**src/rtl/switch_input_capture_if.sv**
```systemverilog
// Handshake bundle between the control unit/board pins and the IN-instruction capture block.
// master drives the request, step, switches and key; slave returns halt and captured data.
interface switch_input_capture_if #(
   parameter int DATA_WIDTH = 18
);
   logic                  inp_req;
   logic                  step;
   logic [DATA_WIDTH-1:0] sw;
   logic                  key_n;
   logic                  halt;
   logic [DATA_WIDTH-1:0] data_out;
   logic                  data_valid;
   logic                  busy;

   modport master (
      output inp_req, step, sw, key_n,
      input  halt, data_out, data_valid, busy
   );

   modport slave (
      input  inp_req, step, sw, key_n,
      output halt, data_out, data_valid, busy
   );
endinterface

```
**src/rtl/switch_input_capture.sv**
```systemverilog
// IN-instruction input path: halts the CPU clock, waits for a debounced confirm press, captures the switches.
// Two-cycle synchroniser latency, then DEBOUNCE_CYCLES stable cycles before capture; no backpressure.
module switch_input_capture #(
   parameter int DATA_WIDTH      = 18,
   parameter int DEBOUNCE_CYCLES = 500000
) (
   input logic                  CLOCK_50,
   input logic                  reset,
   switch_input_capture_if.slave cap
);

   localparam int                CNT_W    = $clog2(DEBOUNCE_CYCLES + 1);
   localparam logic [CNT_W-1:0] CNT_TERM = CNT_W'(DEBOUNCE_CYCLES - 1);

   typedef enum logic [2:0] {
      IDLE,
      WAIT_RELEASE,
      WAIT_PRESS,
      DEBOUNCE,
      CAPTURE,
      DONE
   } state_t;

   state_t                state_q;
   logic [CNT_W-1:0]      cnt_q;
   logic [DATA_WIDTH-1:0] sw_s1_q;
   logic [DATA_WIDTH-1:0] sw_s2_q;
   logic                  key_s1_q;
   logic                  key_s2_q;
   logic                  halt_q;
   logic [DATA_WIDTH-1:0] data_out_q;
   logic                  data_valid_q;
   logic                  busy_q;
   logic                  key_p;
   logic [CNT_W-1:0]      cnt_inc_d;

   assign key_p     = ~key_s2_q;
   assign cnt_inc_d = cnt_q + CNT_W'(1);

   // Outputs are registered alongside the state so they always describe the state being entered.
   always_ff @(posedge CLOCK_50 or negedge reset) begin
      if (!reset) begin
         state_q      <= IDLE;
         cnt_q        <= '0;
         sw_s1_q      <= '0;
         sw_s2_q      <= '0;
         key_s1_q     <= 1'b0;
         key_s2_q     <= 1'b0;
         halt_q       <= 1'b0;
         data_out_q   <= '0;
         data_valid_q <= 1'b0;
         busy_q       <= 1'b0;
      end else begin
         sw_s1_q      <= cap.sw;
         sw_s2_q      <= sw_s1_q;
         key_s1_q     <= cap.key_n;
         key_s2_q     <= key_s1_q;
         data_valid_q <= 1'b0;

         case (state_q)
            IDLE: begin
               if (cap.inp_req) begin
                  state_q <= key_p ? WAIT_RELEASE : WAIT_PRESS;
                  cnt_q   <= '0;
                  halt_q  <= 1'b1;
                  busy_q  <= 1'b1;
               end
            end

            // A key still held from the previous capture must be seen released before it can confirm again.
            WAIT_RELEASE: begin
               if (!cap.inp_req) begin
                  state_q <= IDLE;
                  cnt_q   <= '0;
                  halt_q  <= 1'b0;
                  busy_q  <= 1'b0;
               end else if (key_p) begin
                  cnt_q <= '0;
               end else if (cnt_q == CNT_TERM) begin
                  state_q <= WAIT_PRESS;
                  cnt_q   <= '0;
               end else begin
                  cnt_q <= cnt_inc_d;
               end
            end

            WAIT_PRESS: begin
               if (!cap.inp_req) begin
                  state_q <= IDLE;
                  cnt_q   <= '0;
                  halt_q  <= 1'b0;
                  busy_q  <= 1'b0;
               end else if (key_p) begin
                  state_q <= DEBOUNCE;
                  cnt_q   <= '0;
               end
            end

            DEBOUNCE: begin
               if (!cap.inp_req) begin
                  state_q <= IDLE;
                  cnt_q   <= '0;
                  halt_q  <= 1'b0;
                  busy_q  <= 1'b0;
               end else if (!key_p) begin
                  state_q <= WAIT_PRESS;
                  cnt_q   <= '0;
               end else if (cnt_q == CNT_TERM) begin
                  state_q      <= CAPTURE;
                  cnt_q        <= '0;
                  data_out_q   <= sw_s2_q;
                  data_valid_q <= 1'b1;
               end else begin
                  cnt_q <= cnt_inc_d;
               end
            end

            CAPTURE: begin
               state_q <= DONE;
               cnt_q   <= '0;
               halt_q  <= 1'b0;
            end

            // The request level may still be high from the same instruction; only step ends it.
            DONE: begin
               if (cap.step) begin
                  state_q <= IDLE;
                  cnt_q   <= '0;
                  busy_q  <= 1'b0;
               end
            end

            default: begin
               state_q <= IDLE;
               cnt_q   <= '0;
               halt_q  <= 1'b0;
               busy_q  <= 1'b0;
            end
         endcase
      end
   end

   assign cap.halt       = halt_q;
   assign cap.data_out   = data_out_q;
   assign cap.data_valid = data_valid_q;
   assign cap.busy       = busy_q;

endmodule
```
**src/flat_wrapper.sv**
```systemverilog
// flat-port wrapper written by rule: the top's interface ports become plain ports
module switch_input_capture_flat 
#(
   parameter int DATA_WIDTH      = 18,
   parameter int DEBOUNCE_CYCLES = 500000
)
  (CLOCK_50, reset, cap_inp_req, cap_step, cap_sw, cap_key_n, cap_halt, cap_data_out, cap_data_valid, cap_busy);
  switch_input_capture_if #(.DATA_WIDTH(DATA_WIDTH)) cap_i ();
  input logic CLOCK_50;
  input logic reset;
  input wire logic [$bits(cap_i.inp_req)-1:0] cap_inp_req;
  input wire logic [$bits(cap_i.step)-1:0] cap_step;
  input wire logic [$bits(cap_i.sw)-1:0] cap_sw;
  input wire logic [$bits(cap_i.key_n)-1:0] cap_key_n;
  output wire logic [$bits(cap_i.halt)-1:0] cap_halt;
  output wire logic [$bits(cap_i.data_out)-1:0] cap_data_out;
  output wire logic [$bits(cap_i.data_valid)-1:0] cap_data_valid;
  output wire logic [$bits(cap_i.busy)-1:0] cap_busy;
  assign cap_i.inp_req = cap_inp_req;
  assign cap_i.step = cap_step;
  assign cap_i.sw = cap_sw;
  assign cap_i.key_n = cap_key_n;
  assign cap_halt = cap_i.halt;
  assign cap_data_out = cap_i.data_out;
  assign cap_data_valid = cap_i.data_valid;
  assign cap_busy = cap_i.busy;
  switch_input_capture #(.DATA_WIDTH(DATA_WIDTH), .DEBOUNCE_CYCLES(DEBOUNCE_CYCLES)) u_core (.CLOCK_50(CLOCK_50), .reset(reset), .cap(cap_i));
endmodule
```
**config.mk**
```make
export PLATFORM = sky130hd
export DESIGN_NAME = switch_input_capture_flat
export DESIGN_NICKNAME = d
export VERILOG_FILES = /design/src/rtl/switch_input_capture_if.sv /design/src/rtl/switch_input_capture.sv /design/src/flat_wrapper.sv
export SDC_FILE = /design/constraint.sdc
export NUM_CORES = 1
export LEC_CHECK = 0
export ABC_AREA = 0
export CAP_MARGIN = 20
export CELL_PAD_IN_SITES_DETAIL_PLACEMENT = 0
export CELL_PAD_IN_SITES_GLOBAL_PLACEMENT = 1
export CORE_MARGIN = 5
export CORE_UTILIZATION = 46
export DETAILED_ROUTE_END_ITERATION = 16
export PLACE_DENSITY_LB_ADDON = 0.1
export SLEW_MARGIN = 20
export SYNTH_ARGS = -nofsm -noshare
export SYNTH_HDL_FRONTEND = slang
export SYNTH_SLANG_ARGS = --single-unit
```
**constraint.sdc**
```tcl
create_clock -name CLOCK_50 -period 4.37 [get_ports CLOCK_50]
set_input_delay 0.874 -clock CLOCK_50 [delete_from_list [all_inputs] [get_ports CLOCK_50]]
set_output_delay 0.874 -clock CLOCK_50 [all_outputs]
set_load 0.02 [all_outputs]
```
After elaboration in Yosys (flattened, before gate mapping)
Cells that the tools add are included.
{"block": "word_totals", "reg_bits": 81, "inputBits": 23, "output_inout_bits": 21, "word_cells": 65}
{"block": "op_classes", "n_addsub": 1, "eq_ne": 13, "n_mux": 31, "n_bitwise": 3, "reduce_logical": 7}
{"cell": "two-way mux 19 bit", "n": 9}
{"cell": "one-hot mux 19 bit (5 select lines)", "n": 1}
{"cell": "two-way mux 3 bit", "n": 10}
{"cell": "adder 19 x 1 -> 19 bit, second input constant", "n": 1}
{"cell": "== test 19 bit, second input constant", "n": 1}
{"cell": "one-hot mux 3 bit (6 select lines)", "n": 1}
{"cell": "AND reduction 4 bit", "n": 2}
{"cell": "two-way mux 1 bit", "n": 7}
{"cell": "== test 3 x 2 -> 1 bit, second input constant", "n": 2}
{"cell": "== test 3 bit, second input constant", "n": 2}
{"cell": "inequality test 2 bit, second input constant", "n": 3}
{"cell": "inequality test 3 x 2 -> 1 bit, second input constant", "n": 2}
{"cell": "AND reduction 3 bit", "n": 2}
{"cell": "AND reduction 6 bit", "n": 1}
{"cell": "inequality test 4 x 2 -> 1 bit, second input constant", "n": 1}
{"cell": "one-hot mux 1 bit (4 select lines)", "n": 1}
{"cell": "== test 3 x 1 -> 1 bit, second input constant", "n": 1}
{"cell": "zero test 3 bit", "n": 1}
{"cell": "inequality test 3 bit, second input constant", "n": 1}
{"cell": "NOT 1 bit", "n": 3}
{"cell": "one-hot mux 1 bit (3 select lines)", "n": 1}
{"cell": "OR reduction 3 bit", "n": 1}
{"cell": "two-way mux 2 bit", "n": 1}

Longest topological paths before layout
Gate-level depths: netlist of run 1.
{"block": "depth", "depth_word": 5, "mapped_depth": 7, "depth_no_buf": 6}

Worst setup path after synthesis of run 1
Ideal clock, no wire load.
{"block": "synth_timing", "kind": "input port to flip-flop", "start": "in cap_inp_req", "end": "reg u_core.state_q[0]", "setup_ps": 125, "arrival_time_ps": 2108, "required_ps": 4245, "slack_ps": 2137, "cell_stages": 5, "path_buffers": 0, "path_cell_list": "and3_1 o21ai_0 nand2_1 a311o_1 mux2_4"}
{"block": "synth_between", "elab_chain_len": 2, "elab_cells_between_ends": 10, "cone_classes": "eq/ne: 5; mux: 4; reduce/logical: 1"}
{"item": "start: declaration", "line": "flat_wrapper.sv:11", "source": "input wire logic [$bits(cap_i.inp_req)-1:0] cap_inp_req;"}
{"item": "inequality test 4 x 2 -> 1 bit (no line), or another cell as far along"}
{"item": "AND reduction 6 bit (no line) or one-hot mux 3 bit (6 select lines) (tied branches)"}
{"item": "end signal: assignment", "line": "switch_input_capture.sv:63", "source": "state_q <= key_p ? WAIT_RELEASE : WAIT_PRESS;"}
{"item": "end: declaration", "line": "switch_input_capture.sv:24", "source": "state_t state_q;"}
Parallel ways exist; a longest one is shown, timed or not.
A chain may end at the register's enable or synchronous reset.

Worst setup path after layout of run 1
{"block": "layout_timing", "start": "in cap_inp_req", "end": "reg u_core.data_out_q[4], in the netlist u_core.cap.data_out[4]"}
{"block": "layout_between", "elab_chain_len": 1}
{"item": "AND reduction 4 bit (no line)"}
{"item": "end signal: assignment", "line": "switch_input_capture.sv:111", "source": "data_out_q <= sw_s2_q;"}
{"item": "end: declaration", "line": "switch_input_capture.sv:31", "source": "logic [DATA_WIDTH-1:0] data_out_q;"}
Every way passes these cells.

==> results of run 1 <==
flip-flops by register name, indices dropped and copies added (netlist names):
| register | flops |
|---|---|
| u_core.cap.busy | 1 |
| u_core.cap.data_out | 18 |
| u_core.cap.data_valid | 1 |
| u_core.cap.halt | 1 |
| u_core.cnt_q | 19 |
| u_core.key_s1_q | 1 |
| u_core.key_s2_q | 1 |
| u_core.state_q | 3 |
| u_core.sw_s1_q | 18 |
| u_core.sw_s2_q | 18 |
worst paths after layout:
path	endpoint	depth (start not counted)	slack [ns]	start
max in group asynchronous	u_core.sw_s1_q[13]	1	3.34	reset
setup reg to reg	u_core.cap.data_out[4]	5	1.71	u_core.cnt_q[0]
hold reg to reg	u_core.sw_s2_q[2]	0	0.35	u_core.sw_s1_q[2]
min in group asynchronous	u_core.sw_s2_q[5]	1	0.55	reset
setup / recovery	u_core.cap.data_out[4]	5	1.40	cap_inp_req
hold / removal	u_core.sw_s2_q[2]	0	0.35	u_core.sw_s1_q[2]
layout make-up:
type,instances,area [um2],share of cell area [%]
clock inverter,7,102.6,2.716
tap,77,96.34,2.551
multi-input combinational,144,954.7,25.27
inverter,7,26.28,0.6956
clock buffer,9,123.9,3.279
sequential,81,2027,53.66
timing repair buffer,45,446.7,11.83
routing by layer:
metal  share of wire [%]  track usage, %
met1                  48           19.72
met2                  45           19.21
met3                 4.8           3.636
met4                 1.6           5.868
met5                   0               0
critical path, delay by kind of cell:
kind                   cells  cell delay [ns]
buffers and inverters      1             0.52
AND/OR/NAND/NOR            3             1.23
multiplexers               1             0.54
power by group through the flow:
stage	logic [uW]	clock network, uW	registers [uW]
after detailed placement	239	0	848
after CTS	240	622	833
after floorplan	162	0	832
final	237	601	832
after global routing	265	659	841
after global placement	237	0	846
kinds of logic after synthesis:
group | after synthesis | synth area share (%)
AO/OA/AOI/OAI | 48 | 9.692
XOR/XNOR | 4 | 1.150
adder cells (fa/ha/maj) | 1 | 0.4106
buffers and inverters | 15 | 2.135
flip-flops | 81 | 66.53
multiplexers | 21 | 7.803
AND/OR/NAND/NOR | 70 | 12.28
cell usage in the layout, fill, tap and decap left out, types with 2 or more instances in the layout:
cell type	instances
xor2_1	3
nand3b_1	3
and2_1	2
a41oi_1	2
nor2_1	17
clkbuf_8	9
dfrtp_1	81
o21ai_0	11
inv_1	7
buf_4	2
a21o_1	3
nand2_1	13
nand2b_1	4
clkdlybuf4s50_1	42
mux2_2	18
bufinv_16	2
nand4_1	3
a31oi_1	7
a21oi_1	16
a22o_1	5
nor2b_1	2
and3_1	2
clkinv_4	2
nor3_1	4
mux2i_1	2
or3_1	3
nand3_1	11
nand4b_1	2
through the flow:
| stage | cell area, um2 | setup slack (ns) | utilization (%) | power, uW | cells |
|---|---|---|---|---|---|
| 6_report | 3777 | 1.403 | 59.15 | 1670 | 370 |
| 5_1_grt | 3777 | 1.255 | 59.15 | 1765 | 370 |
| 4_1_cts | 3774 | 1.383 | 59.09 | 1695 | 370 |
| 3_5_place_dp | 3547 | 1.023 | 55.54 | 1086 | 354 |
| 3_3_place_gp | 3547 | 1.073 | 55.54 | 1083 | 354 |
| 2_1_floorplan | 3047 | 2.137 | - | 994.3 | 240 |
==> impl_metrics.csv, run 1 <==
group,metric,value,unit
worst_setup_path,slowest_stage,"nand3b_1",
logic_synthesis,syn-num-nets,264,
worst_setup_path,cp_data_arrival_time,3.19,ns
floorplan,dieArea,8351,um2
floorplan,core,6386,um2
clock_tree,cts_root_buf,"clkbuf_8",
power_and_ir_drop,p_int,1224,uW
timing,max_freq,337.0,MHz
worst_setup_path,crit_required,4.59,ns
final_layout,nFillCells,534,
floorplan,io_pins,44,
logic_synthesis,synth_area_leader_cell,"dfrtp_1",
timing,setup_tns,0,ns
job,max_cap_violations,0,
timing,setup_violations,0,
logic_synthesis,ys_seq_area_share,66.53,%
timing,relSlewSlack,36.14,%
global_route,grt_max_degree,82,
clock_tree,cts_hold_buffers,0,
power_and_ir_drop,sequentialPowerShare,49.8,%
drt,drt_wl_total,5.256,mm
logic_synthesis,synthArstFlopShare,100.0,%
power_and_ir_drop,powerDensity,442.1,nW/um2
global_route,grt.overflow.total,0,
drt,wl_per_cell,14.21,um
power_and_ir_drop,clock_power_share,36.0,%
timing,period_share,67.90,%
clock_tree,htree_levels,3,
drt,route.vias.total,1953,
final_layout,drive_gt1_share,13.99,%
clock_tree,insertion_delay,0.34,ns
timing,whs,0.3522,ns
floorplan,die_width,91.39,um
final_layout,synthToLayoutAreaGrowth,23.98,%
worst_setup_path,crit_path_max_incr_delay,0.75,ns
hold_path,min_path_type,"reg -> reg",
logic_synthesis,synth-main-ff-cell,"dfrtp_1",
worst_setup_path,critical_path_class,"in -> reg",
place,portBuffers,43,
power_and_ir_drop,power_leakage,0.001670,uW
floorplan,start_util,47.71,%
drt,final_antenna_net_count,0,
drt,viasPerCell,5.278,
logic_synthesis,synthCells,240,
final_layout,n_antenna_cell,0,
logic_synthesis,avgSynthCellArea,12.69,um2
logic_synthesis,synth_top_area_share,66.53,%
clock_tree,cts_made_buffers,9,
timing,fin_crit,2.967,ns
drt,drt_iter0_markers,138,
global_route,grt_pass1_vias,1876,
timing,finClkSkew,0.009849,ns
logic_synthesis,yosysWarnings,0,
logic_synthesis,ys_ff_latch,81,
place,place_congestion,0.7914,
clock_tree,cts_resized,0,
drt,firstDrtPassIters,4,
logic_synthesis,synthTopCellsByCount,"dfrtp_1, mux2_2, nor2_1",
clock_tree,cts_setup_buffers,0,
worst_setup_path,start_kind,"input pin",
place,hpwl,3.534,mm
drt,route.detailed.drc,0,
power_and_ir_drop,sw_frac_of_total,26.70,%
final_layout,final_nets,312,
clock_tree,clk_pin_slew,0.08,ns
clock_tree,cts.path.max_buffers,2,
worst_setup_path,cp-end-kind,"flop",
timing,final_hold_viol_count,0,
global_route,grt_pass1_wl,9.108,mm
logic_synthesis,synth-edff-count,0,
logic_synthesis,synth_most_common_cell,"dfrtp_1",
global_route,grt.total_usage,13.61,%
timing,slew_viol_final,0,
logic_synthesis,synth_cell_types,37,
logic_synthesis,yosys-top-cells-area,"dfrtp_1, mux2_2, a21oi_1, nor2_1, nand3_1",
power_and_ir_drop,p_sw,445.9,uW
clock_tree,clkSinkCount,81,
logic_synthesis,synth_area,3047,um2
worst_setup_path,cp_cell_sequence,"clkdlybuf4s50_1 > nor2b_1 > nand4b_1 > nand3b_1 > mux2_2",
floorplan,core.rowCount,29,
power_and_ir_drop,irDropWorstVdd,0.0003335,V
power_and_ir_drop,power_frac_comb,14.2,%
worst_setup_path,critical_path.max_fanout,20,
global_route,antenna_found_initial,0,
floorplan,fp.dieH,91.39,um
status,status,"completed",
clock_tree,cts_tree,"built",
timing,rsz0062_at_grt,"no",
timing,tightest_slew,0.9550,ns
Note: power is estimated with default switching activity, not from simulation.
==> inputs of run 2 (changes only) <==
CORE_UTILIZATION = 43   (was 46)
clock period = 2.74 ns   (was 4.37 ns; I/O delays follow)
==> impl_metrics.csv, run 2 (synthesized netlist as in run 1, its figures left out) <==
group,metric,value,unit
worst_setup_path,crit_required,2.98,ns
final_layout,nFillCells,617,
floorplan,start_util,44.60,%
clock_tree,cts_resized,0,
clock_tree,clk_pin_slew,0.08,ns
drt,drt_wl_total,5.399,mm
worst_setup_path,worstReg2RegStart,"u_core.cnt_q[10]",
worst_setup_path,critical_path.max_fanout,8,
global_route,grt-busiest-layer,"met2",
status,status,"completed",
timing,finClkSkew,0.008494,ns
place,portBuffers,43,
drt,route.detailed.drc,0,
final_layout,final_common_cell,"dfrtp_1",
final_layout,layout_common_cells,"dfrtp_1, clkdlybuf4s50_1, mux2_2",
global_route,grt.total_usage,13.85,%
clock_tree,clkSinkCount,81,
final_layout,largest_reg_flops,19,
floorplan,die_width,94.18,um
worst_setup_path,startpoint,"u_core.cnt_q[10]",
floorplan,dieArea,8869,um2
final_layout,synthToLayoutAreaGrowth,24.35,%
clock_tree,cts_tree,"built",
global_route,grt_max_degree,82,
hold_path,min_path_type,"in -> async",
worst_setup_path,cp-end-kind,"flop",
place,place_congestion,0.8157,
global_route,grt_pass1_vias,2024,
power_and_ir_drop,power_leakage,0.001661,uW
floorplan,io_pins,44,
place,hpwl,3.628,mm
worst_setup_path,cp_data_arrival_time,2.48,ns
global_route,grt.overflow.total,0,
drt,drt_iter0_markers,102,
global_route,grt_pass1_wl,9.522,mm
clock_tree,insertion_delay,0.34,ns
clock_tree,htree_levels,3,
floorplan,fp.dieH,94.18,um
power_and_ir_drop,irDropWorstVdd,0.0003381,V
global_route,antenna_found_initial,0,
clock_tree,cts_setup_buffers,0,
timing,rsz0062_at_grt,"no",
clock_tree,cts_hold_buffers,0,
timing,slew_viol_final,0,
worst_setup_path,critical_path_class,"reg -> reg",
clock_tree,cts_made_buffers,9,
floorplan,core.rowCount,30,
timing,setup_tns,0,ns
timing,period_share,81.92,%
timing,max_freq,445.5,MHz
final_layout,top_register,"u_core.cnt_q",
worst_setup_path,start_kind,"flop",
timing,relSlewSlack,62.71,%
global_route,grt_util_met1,18.51,%
global_route,met2_usage,21.51,%
final_layout,finish.utilization,55.46,%
timing,final_hold_viol_count,0,
final_layout,register_area,2027,um2
drt,route.vias.total,1952,
drt,wl_per_cell,13.74,um
drt,final_antenna_net_count,0,
power_and_ir_drop,powerDensity,657.8,nW/um2
timing,fin_crit,2.245,ns
timing,setup_violations,0,
global_route,use_met3,3.365,%
final_layout,multi_input_area,954.7,um2
drt,firstDrtPassIters,4,
clock_tree,cts.path.max_buffers,2,
timing,tightest_slew,0.5551,ns
floorplan,core,6832,um2
final_layout,final_nets,316,
clock_tree,cts_root_buf,"clkbuf_8",
final_layout,n_antenna_cell,0,
drt,viasPerCell,4.967,
final_layout,drive_gt1_share,15.15,%
job,max_cap_violations,0,
## run 2: cell types whose count changed in the layout (fill, tap and decap cells not counted)
cell,change
clkinv_4,-2
bufinv_16,-2
clkinv_2,+1
inv_8,-1
buf_12,+1
inv_6,+2
buf_4,+4
buf_6,-1
clkinvlp_4,+2
## run 2: through the flow
| stage | worst slack, ns | std cells | hold WS [ns] | total power (uW) | area (um2) |
|---|---|---|---|---|---|
| global route | 0.3941 | 393 | 0.2426 | 2648 | 3789 |
| finish | 0.4954 | 393 | 0.2086 | 2492 | 3789 |
| global placement | 0.3664 | 377 | 0.3320 | 1749 | 3613 |
| CTS | 0.5013 | 393 | 0.2286 | 2530 | 3789 |
| floorplan | 0.6094 | 240 | 0.2524 | 1586 | 3047 |
| detailed placement | 0.3202 | 377 | 0.3347 | 1750 | 3613 |
## run 2: worst max-delay path, stage by stage (launching register included)
cell     delay [ns]
dfrtp_1        0.47
or4_4          0.55
nor3_4         0.27
nand3_1        0.11
a311o_1        0.42
mux2_4         0.31
## run 2: worst paths after layout
kind | endpoint | slack (ns) | depth (start not counted)
max in group asynchronous | u_core.sw_s2_q[15] | 2.21 | 2
min in group CLOCK_50 | u_core.sw_s2_q[3] | 0.35 | 0
max | u_core.state_q[0] | 0.50 | 5
max reg2reg | u_core.state_q[0] | 0.50 | 5
min reg2reg | u_core.sw_s2_q[3] | 0.35 | 0
min | u_core.sw_s2_q[6] | 0.21 | 2
## run 2: layout make-up
class                   instances  share of cell area, %
inverters                       7                 0.6935
clock inverters                 7                  1.354
flip-flops and latches         81                  53.50
repair buffers                 49                  12.81
clock buffers                   9                  3.269
multi-input cells             144                  25.20
well taps                      96                  3.170
## run 2: report_power, final
part | switching (uW) | internal [uW] | leakage [uW] | total [uW]
registers | 71.7 | 1260 | 0.00104 | 1330
clock network | 435 | 335 | 0.0000864 | 770
logic | 208 | 184 | 0.000539 | 393
## run 2: metal layers
layer  vias up  share of wire (%)
met5         -                  0
met3        10                5.0
li1        953                  -
met4         0                1.5
met2        50                 46
met1       939                 47
